## config.mk

```make
export PLATFORM = sky130hd
export DESIGN_NAME = pdm_mic_decimator
export DESIGN_NICKNAME = d
export VERILOG_FILES = /design/src/rtl/pdm_mic_decimator.sv
export SDC_FILE = /design/constraint.sdc
export NUM_CORES = 1
export LEC_CHECK = 0
export ABC_CLOCK_PERIOD_IN_PS = 2050
export CAP_MARGIN = 5
export CORE_MARGIN = 4
export CORE_UTILIZATION = 58
export CTS_CLUSTER_SIZE = 10
export DETAILED_ROUTE_END_ITERATION = 6
export PLACE_DENSITY_LB_ADDON = 0.1
export SYNTH_ARGS = -nofsm -noshare
export SYNTH_HDL_FRONTEND = slang
export SYNTH_SLANG_ARGS = --single-unit
```

## constraint.sdc

```tcl
create_clock -name clk -period 2.05 [get_ports clk]
set_input_delay 0.205 -clock clk [delete_from_list [all_inputs] [get_ports clk]]
set_output_delay 0.205 -clock clk [all_outputs]
set_load 0.01 [all_outputs]
```

## src/rtl/pdm_mic_decimator.sv

```systemverilog
// PDM microphone front end: mclk generation, dual-edge capture,
// box-filter decimation to signed PCM, valid/ready output and PWM monitor.
module pdm_mic_decimator #(
   parameter  int CLK_DIV  = 4,
   parameter  int DEC_LOG2 = 6,
   parameter  int CHANNELS = 2,
   localparam int W        = DEC_LOG2 + 2
) (
   input  logic         clk,
   input  logic         reset,
   input  logic         dataint,
   input  logic         lr,
   output logic         mclk,
   output logic [W-1:0] pcm_data,
   output logic         pcm_ch,
   output logic         pcm_valid,
   input  logic         pcm_ready,
   output logic         overrun,
   input  logic         ovr_clr,
   output logic         PWM_out
);

   localparam int HALF = CLK_DIV / 2;
   localparam int DW   = (HALF > 1) ? $clog2(HALF) : 1;
   localparam int D    = DEC_LOG2;
   localparam int N    = 1 << DEC_LOG2;

   logic [DW-1:0]       div_q, div_d;
   logic                mclk_q, mclk_d;
   logic                s1_q, s2_q;
   logic                lr_q, lr_d, lr_ld_q, lr_ld_d;
   logic [1:0][D:0]     acc_q, acc_d;
   logic [1:0][D-1:0]   cnt_q, cnt_d;
   logic [1:0]          full_q, full_d;
   logic [1:0][W-1:0]   slot_q, slot_d;
   logic                hold_q, hold_d;
   logic                psel_q, psel_d;
   logic                ovr_q, ovr_d;
   logic [D-1:0]        pcnt_q, pcnt_d;
   logic [D:0]          duty_q, duty_d;
   logic [D:0]          pend_q, pend_d;

   logic                tog, lr_eff, sel, xfer;
   logic [1:0]          act, ev, done, take;
   logic [1:0][D:0]     ones;
   logic [1:0][W-1:0]   pcm;

   // Synchroniser carries no reset so it already tracks dataint at release.
   always_ff @(posedge clk) begin
      s1_q <= dataint;
      s2_q <= s1_q;
   end

   always_comb begin
      div_d   = div_q + 1'b1;
      mclk_d  = mclk_q;
      tog     = (div_q == DW'(HALF - 1));
      if (tog) begin
         div_d  = '0;
         mclk_d = ~mclk_q;
      end

      lr_eff  = lr_ld_q ? lr : lr_q;
      act[0]  = (CHANNELS == 2) | ~lr_eff;
      act[1]  = (CHANNELS == 2) | lr_eff;
      ev[0]   = tog & ~mclk_q & act[0];
      ev[1]   = tog & mclk_q & act[1];

      sel     = hold_q ? psel_q : (~full_q[0] & full_q[1]);
      xfer    = (|full_q) & pcm_ready;

      acc_d   = acc_q;
      cnt_d   = cnt_q;
      full_d  = full_q;
      slot_d  = slot_q;
      ovr_d   = ovr_q & ~ovr_clr;
      ones    = '0;
      pcm     = '0;
      done    = '0;
      take    = '0;

      for (int c = 0; c < 2; c++) begin
         ones[c] = acc_q[c] + {{D{1'b0}}, s2_q};
         pcm[c]  = {ones[c], 1'b0} - W'(N);
         done[c] = ev[c] & (cnt_q[c] == D'(N - 1));
         take[c] = xfer & (sel == 1'(c));
         if (ev[c]) begin
            acc_d[c] = done[c] ? '0 : ones[c];
            cnt_d[c] = done[c] ? '0 : cnt_q[c] + 1'b1;
         end
         full_d[c] = done[c] | (full_q[c] & ~take[c]);
         if (done[c]) begin
            slot_d[c] = pcm[c];
            if (full_q[c] & ~take[c]) ovr_d = 1'b1;
         end
      end

      hold_d  = (|full_q) & ~pcm_ready;
      psel_d  = sel;

      lr_ld_d = 1'b0;
      lr_d    = (lr_ld_q | (|done)) ? lr : lr_q;

      // New duty waits in pend until the PWM period boundary.
      pcnt_d  = pcnt_q + 1'b1;
      pend_d  = done[0] ? ones[0] : pend_q;
      duty_d  = (&pcnt_q) ? pend_q : duty_q;
   end

   always_ff @(posedge clk or negedge reset) begin
      if (!reset) begin
         div_q   <= '0;
         mclk_q  <= 1'b0;
         lr_q    <= 1'b0;
         lr_ld_q <= 1'b1;
         acc_q   <= '0;
         cnt_q   <= '0;
         full_q  <= '0;
         slot_q  <= '0;
         hold_q  <= 1'b0;
         psel_q  <= 1'b0;
         ovr_q   <= 1'b0;
         pcnt_q  <= '0;
         duty_q  <= '0;
         pend_q  <= '0;
      end else begin
         div_q   <= div_d;
         mclk_q  <= mclk_d;
         lr_q    <= lr_d;
         lr_ld_q <= lr_ld_d;
         acc_q   <= acc_d;
         cnt_q   <= cnt_d;
         full_q  <= full_d;
         slot_q  <= slot_d;
         hold_q  <= hold_d;
         psel_q  <= psel_d;
         ovr_q   <= ovr_d;
         pcnt_q  <= pcnt_d;
         duty_q  <= duty_d;
         pend_q  <= pend_d;
      end
   end

   assign mclk      = mclk_q;
   assign pcm_valid = |full_q;
   assign pcm_ch    = sel;
   assign pcm_data  = slot_q[sel];
   assign overrun   = ovr_q;
   assign PWM_out   = ({1'b0, pcnt_q} < duty_q);

endmodule

```

# == Word level (Yosys, flattened, before mapping) ==
# Cells that the tools add are included.
# totals
out_inout_bits,13
latch_bits,0
word_cells,64
mem_bits_ro,0
mem_count,0
mem_bits_rw,0
inputBits,6
register_bits,71
# classes
order_cmp,2
n_bitwise,21
eq_ne,2
multipliers,0
n_addsub,8
div_mod_pow,0
shift,0
n_reduce_logical,2
n_mux,12
# ops
operator,n
$add 6x1->6 const B,3
$mux 8,2
$sub 8x7->8 const B,2
$add 7x1->7,2
$mux 7,2
$and 1x1->1,12
$eq 6x6->1 const B,2
$mux 6,2
$lt 6x7->1,1
$not 1->1,7
$mux 1,6
$reduce_and 6->1,1
$lt 1x2->1 const B,1
$or 1x1->1,2
$reduce_or 2->1,1
$add 1x1->1 const B,1

# == Longest topological paths before layout ==
# Gate-level depths: netlist of run 1.
# logic_depth
word_depth,11
ltp_mapped,7
ltp_nobuf,7

# == Worst setup path before layout of run 1 ==
# Ideal clock, no wire load.
# synth_path
path_type,register -> register
from,register acc_q[7] in the netlist's numbering
to,register slot_q[15] in the netlist's numbering
setup_slack_ps,446
setup_time_ps,125
synth_period_minus_slack_ps,1604
required_time_ps,1925
t_arrival_ps,1480
path_stages_with_launch,8
path_buffers,0
path_cell_list,dfrtp_1 -> ha_1 -> ha_1 -> nand3_1 -> nor2_1 -> xnor2_1 -> xnor2_1 -> mux2_2
# synth_via
elab_chain_len,2
# synth_rtl
element,line_no,text
"start, declared",32,"logic [1:0][D:0] acc_q, acc_d;"
"start signal, assigned",116,acc_q <= '0;
"start signal, assigned",131,acc_q <= acc_d;
$add 7x1->7,83,"ones[c] = acc_q[c] + {{D{1'b0}}, s2_q};"
$sub 8x7->8,84,"pcm[c] = {ones[c], 1'b0} - W'(N);"
"end signal, assigned",134,slot_q <= slot_d;
"end, declared",35,"logic [1:0][W-1:0] slot_q, slot_d;"
# No other way between the ends.
# A chain may end at the register's enable or synchronous reset.

# == Worst setup path in the final report of run 1 ==
# layout_path
from,register full_q[1]
to,output pcm_data[5]
# layout_via
elab_chain_len,4
# layout_rtl
element,line_no,text
"start, declared",34,"logic [1:0] full_q, full_d;"
"start signal, assigned",133,full_q <= full_d;
$and 1x1->1,69,sel = hold_q ? psel_q : (~full_q[0] & full_q[1]);
$mux 1,69,
$mux 8 (implied by the code) (2 in a row),147,assign pcm_data = slot_q[sel];
"end, declared",14,"output logic [W-1:0] pcm_data,"
# No other way between the ends. The select of a mux whose other input is x is not followed.

==> results of run 1 <==
==> power groups by stage <==
stage	Sequential, W	Combinational (W)	Clock, W
final	0.00144	0.000246	0.00110
after global routing	0.00145	0.000293	0.00118
after CTS	0.00143	0.000249	0.00112
after detailed placement	0.00146	0.000248	0
after global placement	0.00145	0.000242	0
after floorplan	0.00144	0.000183	0
==> area by class of cell <==
class / count / area [um^2] / share of cell area, %
Multi-Input combinational cell: 201 / 1330 / 38.1
Clock buffer: 12 / 165 / 4.73
Tap cell: 67 / 83.8 / 2.40
Clock inverter: 3 / 40.0 / 1.15
Inverter: 8 / 30.0 / 0.861
Timing Repair Buffer: 28 / 248 / 7.10
Sequential cell: 64 / 1590 / 45.6
==> per-layer routing <==
metal	GRT usage, %	routed length, um	vias to the layer above
li1	-	-	1021
met1	27.0	2630	966
met2	31.1	2530	35
met3	3.95	171	11
met4	11.1	142	0
met5	0	0	-
==> worst reg2reg max path: stages (launching register included) <==
cell and delay (ns):
dfrtp_1 0.45, ha_1 0.26, nand3_1 0.17, nor3_4 0.21, buf_4 0.25, mux2_2 0.35
==> metrics by stage <==
stage	TNS [ns]	setup slack (ns)	area (um^2)	util [%]	total power, W
global placement	0	0.0615	3250	67.1	0.00169
detailed placement	0	0.0449	3250	67.1	0.00170
CTS	-0.0135	-0.0135	3490	71.9	0.00280
global route	0	0.000231	3490	71.9	0.00292
finish	0	0.0669	3490	71.9	0.00278
floorplan	0	0.446	3000	-	0.00162
==> layout by cell type (no fill, tap or decap), types with 5 or more instances in the layout <==
| cell | netlist | routed |
|---|---|---|
| nand4_1 | 5 | 5 |
| dfrtp_1 | 62 | 62 |
| a21oi_1 | 8 | 8 |
| buf_4 | 3 | 9 |
| clkdlybuf4s50_1 | 0 | 6 |
| nand3_1 | 11 | 11 |
| xnor2_1 | 10 | 10 |
| xor2_1 | 9 | 9 |
| inv_1 | 8 | 8 |
| mux2_2 | 18 | 18 |
| o21ai_0 | 25 | 25 |
| nand2b_1 | 9 | 9 |
| ha_1 | 12 | 12 |
| nor2_1 | 14 | 14 |
| nand2_1 | 48 | 48 |
| clkbuf_8 | 0 | 12 |
==> registers in the layout (all words and copies together) (netlist names) <==
| register | flops |
|---|---|
| acc_q | 14 |
| cnt_q | 12 |
| slot_q | 9 |
| duty_q | 7 |
| pend_q | 7 |
| pcnt_q | 6 |
| full_q | 2 |
| div_q | 1 |
| hold_q | 1 |
| mclk | 1 |
| overrun | 1 |
| psel_q | 1 |
| s1_q | 1 |
| s2_q | 1 |
==> final timing paths <==
kind,endpoint,slack [ns],cells after the start
max,pcm_data[5],0.07,5
min,s1_q,0.32,1
max reg2reg,slot_q[14],0.24,5
min reg2reg,s2_q,0.33,0
max in group asynchronous,acc_q[2],1.05,3
min in group asynchronous,pcnt_q[4],0.41,2
==> cell families (layout without fill, tap and decap cells) <==
kind of cell,after synthesis,count (layout),synth area share (%)
other cells,1,1,0.125
fa+ha+maj,12,12,5.01
buf+inv,15,51,2.84
flops,64,64,53.1
xor+xnor,19,19,5.56
compound gates,50,50,9.98
mux,18,18,6.77
simple gates,101,101,16.6
==> synth_stat cells <==
cell	instances	share of area, %
and2_2	1	0.25
a21oi_2	1	0.29
nor2b_4	1	0.46
xnor2_1	10	2.9
buf_6	2	0.75
o31ai_1	3	0.75
xor2_1	9	2.6
nor2b_1	2	0.42
and4_1	1	0.29
and3_1	3	0.63
or2_2	2	0.42
dfxtp_1	2	1.3
nand4_2	1	0.42
nand4_1	5	1.0
o21ai_0	25	4.2
conb_1	1	0.13
a31oi_1	2	0.42
a21boi_0	1	0.25
mux2_2	18	6.8
inv_1	8	1.0
nor3_4	1	0.54
buf_2	2	0.33
dfrtp_1	62	52
a21o_2	1	0.29
o21ai_2	1	0.29
o2bb2ai_1	1	0.29
nand3_1	11	1.8
nor3b_1	1	0.25
o2111ai_1	1	0.29
buf_4	3	0.75
a21o_1	2	0.50
nand2b_1	9	1.9
o21a_1	2	0.50
nand2_4	1	0.38
ha_1	12	5.0
nand2_1	48	6.0
a21oi_1	8	1.3
o41ai_1	2	0.58
nor2_1	14	1.8
==> timing repair <==
| action | CTS | global route |
|---|---|---|
| hold buffers | 1 | 0 |
| setup endpoints to repair | 9 | 7 |
| gates resized for setup | 20 | 5 |
| endpoints found under the hold margin | 24 | 0 |
| pin swaps | 2 | 0 |
| buffers inserted | 3 | 0 |
| cloned | 1 | 0 |
==> results list, run 1 <==
* Setup skew after layout: 0.00636 ns
* Combinational fraction of design power: 8.9%
- Detailed Routing Iterations Pass 1: 4
- Synthesized area per cell: 10.7 um^2
- The mapped netlist covers 3000 um^2.
- Max VDD drop: 0.574 mV
* R2r startpoint: cnt_q[6]
- Max-slew headroom at the worst pin: 59.9%
- TritonCTS created 9 clock buffers.
- Power spread over the standard cell area amounts to 797 nW/um^2.
* Count of synthesis-stage warnings from yosys: 0
- Of all nets on the critical path, the largest fanout is 5.
- The clock network is responsible for 39.5% of the overall power.
* GPL Wtd Cong: around 0.8
- Fill cells in the final layout number 361.
- Detailed-route wire length per cell: 14.3 um
- Maximum buffer depth of the clock tree: 2
- Critical path startpoint: full_q[1]
* Total vias in the final route: 2,033
- The largest individual stage delay along the critical path comes from the cell dfrtp_1.
- Total wirelength of the detailed-routed design: 5470 um
- Worst Hold Launch: dataint
- TritonCTS built the clock tree.
- For this design, the sink count on the clock tree is 64.
* Vias per Instance: around 5.3
- After the last flow step, the layout net total stands at 330.
* Post-synthesis sequential element count: 64
- Of the available clock period, the critical path in the final layout requires just under 100%.
- Type of element launching the critical path: flop
- Highest achievable clock rate: 504 MHz
* Number of hold violations in the final report: 0
- The via count of the first global-routing pass is 2,051.
* Path category of the worst min-delay check: primary input to flop
- Switching power summed over all nets: 0.000661 W
* Count of final max-slew check failures: 0
- Worst path top cell family by delay: buffers and inverters
* Minimum hold slack: roughly 0.32 ns
- Yosys cell types: 39
* Leakage dissipation: 1.67 nW
* Tot GR Track Use: 20.3%
* Crit path time final: 1.98 ns
* Number of rows created at floorplan: 25
* Detailed placement HPWL: between 3000 and 4000 um
* Residual DRC count: 0
- Worst EP arrival: 1.78 ns
- Outcome: finished, final reports clean
- Entering global routing, the biggest net connects 39 pins.
- Together, buffers and inverters on the worst path number 2.
- Number of placed instances, taps included: 364
- In this run the tool buffered the top-level ports with 16 buffer cells.
- RSZ-0062 raised after global routing: no
- Crit-path cells: nor3b_2, a21oi_2, buf_6, mux2_2, dlygate4sd2_1
- Total of max-cap violations: 0
- The worst setup path is of the flop to output pin kind.
- Global routing finished with a remaining overflow of 0.
- The initial antenna violation count came to 0.
* Die area: approximately 6400 um^2
* Share of layout cells above drive strength 1: between 10% and 20%
- The internal power of the cells totals 0.00212 W.
* Portion of total power attributed to sequential cells: between 50% and 60%
* Final cell count without fillers: 383
- Required time at the worst-slack endpoint: ~1.9 ns
* Std-Cell Core Area: 4850 um^2
- Setup violations remaining at the end of the flow were counted as 0.
- Post-Syn Nets: 298
- Clock latency on the worst-skew pair, taken at its later pin, is 0.33 ns.
- The H-tree generated during clock tree synthesis spans 3 levels.
- First DRT Iteration DRCs: a little over 60
- Seq/Total Area, Yosys: 53.1%
- Switching share of total power: around a quarter
- CTS placed an instance of clkbuf_8 at the clock tree root.
* Horizontal extent of the die: 79.9 um
- On the worst path, the slowest cell contributes a delay of between 0.3 and 0.4 ns.
- First-pass GRT wire length: 9730 um
* Critical path capture point type: output pin
- Transition time at the pin with the least slew margin: 0.601 ns
- Counting every instance in the synthesized netlist gives 280.
* Antenna violation net count after detailed routing: 0
- Clock-pin slew was measured on the worst setup and hold paths at 0.06 ns.
- For this configuration, the core starts out at a cell density of 61.8%.
- I/O pin count: 19
* Die Y: between 70 and 80 um
* Number of antenna cells inserted: 0
* Layout Area Growth over Synthesis: 16.5%
Power figures use the tool's default switching activity.
==> run 2, diff against run 1 <==
--- a/config.mk
+++ b/config.mk
@@ -15,3 +15,4 @@
 export SYNTH_ARGS = -nofsm -noshare
 export SYNTH_HDL_FRONTEND = slang
 export SYNTH_SLANG_ARGS = --single-unit
+export TNS_END_PERCENT = 100
==> results of run 2 <==
The final DEF is identical to that of run 1; final timing and power are the same.
==> run 3, diff against run 2 <==
--- a/config.mk
+++ b/config.mk
@@ -7,10 +7,13 @@
 export LEC_CHECK = 0
 export ABC_CLOCK_PERIOD_IN_PS = 2050
 export CAP_MARGIN = 5
+export CELL_PAD_IN_SITES_DETAIL_PLACEMENT = 1
+export CELL_PAD_IN_SITES_GLOBAL_PLACEMENT = 2
 export CORE_MARGIN = 4
-export CORE_UTILIZATION = 58
+export CORE_UTILIZATION = 39
 export CTS_CLUSTER_SIZE = 10
 export DETAILED_ROUTE_END_ITERATION = 6
+export GPL_TIMING_DRIVEN = 0
 export PLACE_DENSITY_LB_ADDON = 0.1
 export SYNTH_ARGS = -nofsm -noshare
 export SYNTH_HDL_FRONTEND = slang
==> run 3 against run 2 <==
Compared with the run above:
- flip-flop and latch count stayed put
- sequential power about the same
- clock-buffer cell count unchanged
- wire length is 15% higher
- first-iteration DRC count grew 4.9%
- utilization decreased by 23 points
- hold slack got worse by 0.0032 ns
- highest routed layer unchanged
==> results list, run 3 (synthesis gave the netlist of run 1 again) <==
* Total of max-cap violations: 0
* Std-Cell Core Area: 7370 um^2
- Per report_power, the combinational group accounts for a little under a tenth of the total.
- In this run the horizontal extent of the chip is 95.6 um.
- The initialized floorplan defines 31 standard-cell rows.
- Wire length on met1: 2960 um
- Detailed-route wire length per cell: approximately 15 um
* Cells on Worst Hold Path: 1
- CTS tree: done
* Antenna violations before repair: 0
- Derived from the worst setup path, the maximum achievable clock frequency is 516 MHz.
- The via count of the first global-routing pass was ~2,200.
- First-pass GRT wire length: 11,100 um
- The number of hold violations in the final report is 0.
- CP Buf/Inv Count: 4
- Total of buffers placed on input and output ports: 16
* Maximum buffer depth of the clock tree: 2
- Cell at the slowest stage of the critical path: dfrtp_2
- Type of element launching the critical path: flop
- At the later pin of the worst-skew pair, clock insertion delay measures 0.33 ns.
- PwrDens: roughly 800 nW/um^2
* Most common cell after layout, fill and taps aside: dfrtp_1
- The first routing iteration left 64 violations.
- After clock tree synthesis, the clock-pin slew on the worst setup and hold paths is 0.07 ns.
* Total Power: 0.00284 W
- Largest register by flop count: acc_q
- The critical path is of the flop to output pin type.
* Crit-path cells: nor3b_4, a21oi_2, buf_4, buf_4, inv_1, dlygate4sd2_1
* Endpoint of the worst-slack reg-to-reg timing path: slot_q[14]
* Number of nets in the layout: 336
* Switching share of total power: 25.2%
* Tot GR Track Use: 15.9%
- Once detail routing completed, the nets flagged for antenna violations numbered 0.
* Crit path largest cell delay: 0.44 ns
- Measured along the y axis, the die boundary spans ~96 um.
- Max-slew headroom at the worst pin: a little under half
* Portion of total power attributed to sequential cells: roughly half
* CTS Buf Count: 9
- The min-delay analysis places its worst path in the category primary input to flop.
* Leakage dissipation: 1.69 nW
- The path with the worst hold slack has its endpoint at s1_q.
- Clock network fraction of total power: 40.3%
* Most frequent cells in the layout: dfrtp_1 (60), nand2_1 (48), o21ai_0 (25), mux2_2 (18), nor2_1 (14)
- The startpoint identified for the worst register-to-register timing path is cnt_q[6].
* Number of H-tree levels: 3
- Critical path capture point type: output pin
- Summed over all nets, the half-perimeter wirelength after detailed placement is 4280 um.
- Detailed routing placed a total of 202 um of wire on met3.
- The number of max-slew violations in the final report came to 0.
- Switching power summed over all nets: 0.000716 W
- Worst Hold Launch: dataint
- Layout Area Growth over Synthesis: 19.4%
- Vias per Instance: approximately 5
* Slack of the worst reg-to-reg path: 0.26 ns
* Share of the clock period used by the worst path after layout: between 90 and 100%
- The kind of cell with the highest combined delay along the critical path is buffers and inverters.
- Internal power comes to 0.00213 W.
* Total vias in the final route: approximately 2,100
- Largest net degree at the start of global routing: 63
* I/O pin count: 19
- Number of sinks driven by the clock tree: 64
* Required time at the worst-slack endpoint: 1.85 ns
- Flip-flop count of the largest register, all copies and words added: 14
* Max VDD drop: around 0.38 mV
* Share of layout cells above drive strength 1: 22.0%
- Minimum hold slack: 0.315 ns
- The root buffer cell chosen for the clock tree is clkbuf_8.
- Worst EP arrival: 1.73 ns
- Total wirelength of the detailed-routed design: 6300 um
- GRT Residual Overflow: 0
* Highest metal used: met4
* GPL Wtd Cong: 0.765
- The initial utilization of the core area, before any placement, comes to 40.6%.
- Reg2Reg Depth: 4
- Die area: 9150 um^2
- Crit path time final: 1.94 ns
* Met2 WL post-DR: 3070 um
- In the routed design, unresolved DRC markers number 0.
- After the flow finishes, the layout carries non-filler instances totaling 422.
- Critical path peak fanout: 4
* Number of placed instances, taps included: 395
* Setup skew after layout: 0.0103 ns
- At the pin with the least slew margin, the transition time is 0.805 ns.
* Outcome: finished, final reports clean
- Detailed Routing Iterations Pass 1: 4
* Cell mode on critical path: buf_4
* Top flop regs: acc_q (14), cnt_q (12), slot_q (9)
* Utilization after layout: 48.5%
* Number of antenna cells inserted: 0
- Setup violations remaining at the end of the flow were counted as 0.
[run 3: changes by cell type in the layout (fill, tap and decap cells not counted), sizes merged]
cell / before / now
buf: 14 / 18
clkdlybuf4s15: 4 / 0
clkbuf: 13 / 16
dlygate4sd2: 2 / 4
a21oi: 9 / 10
clkinvlp: 0 / 1
[run 3: power groups by stage]
stage	Sequential (W)	Combinational (W)	Clock [W]
6_report	0.00144	0.000260	0.00115
5_1_grt	0.00145	0.000312	0.00125
4_1_cts	0.00144	0.000267	0.00120
3_5_place_dp	0.00146	0.000263	0
3_3_place_gp	0.00146	0.000253	0
2_1_floorplan	0.00144	0.000183	0
[run 3: worst register-to-register path, stage by stage (launching register included)]
cell and delay [ns]:
dfrtp_1 0.44, ha_1 0.25, nand3_1 0.19, nor3_4 0.41
mux2_2 0.38
[run 3: cell type report]
type / count / area [um^2]
Fill cell: 817 / 3790
Timing Repair Buffer: 26 / 205
Multi-Input combinational cell: 202 / 1350
Clock inverter: 4 / 51.3
Sequential cell: 64 / 1590
Tap cell: 99 / 124
Buffer: 7 / 55.1
Inverter: 8 / 30.0
Clock buffer: 12 / 165
[run 3: timing repair]
action / in CTS / in global routing
hold buffers: 1 / 0
resized for setup: 22 / 5
setup buffers: 6 / 3
endpoints found under the hold margin: 62 / 0
setup endpoints to repair: 9 / 5
cloned: 1 / 0
pin swaps: 3 / 3
[run 3: worst max path at each step]
stage	from	to	slack (ns)	cells after the start
final	full_q[0]	pcm_ch	0.11	6
after global routing	duty_q[1]	PWM_out	-0.009	7
after global placement	reset	cnt_q[10]	-1.40	1
after CTS	hold_q	pcm_data[7]	0.004	5
after floorplan	acc_q[7]	slot_q[15]	0.45	7
after detailed placement	full_q[1]	pcm_data[7]	-0.01	4
[run 3: through the flow]
| step | area, um^2 | setup TNS, ns | setup WS, ns |
|---|---|---|---|
| 3_5_place_dp | 3280 | -0.0176 | -0.0121 |
| 2_1_floorplan | 3000 | 0 | 0.446 |
| 5_1_grt | 3580 | -0.00930 | -0.00930 |
| 6_report | 3580 | 0 | 0.112 |
| 3_3_place_gp | 3280 | -86.47 | -1.40 |
| 4_1_cts | 3570 | 0 | 0.00400 |
[run 3: metal layers]
layer,GRT usage (%),vias to the layer above
met5,0,-
met4,4.98,0
met3,4.81,5
met2,25.4,26
met1,20.6,1040
li1,-,1042
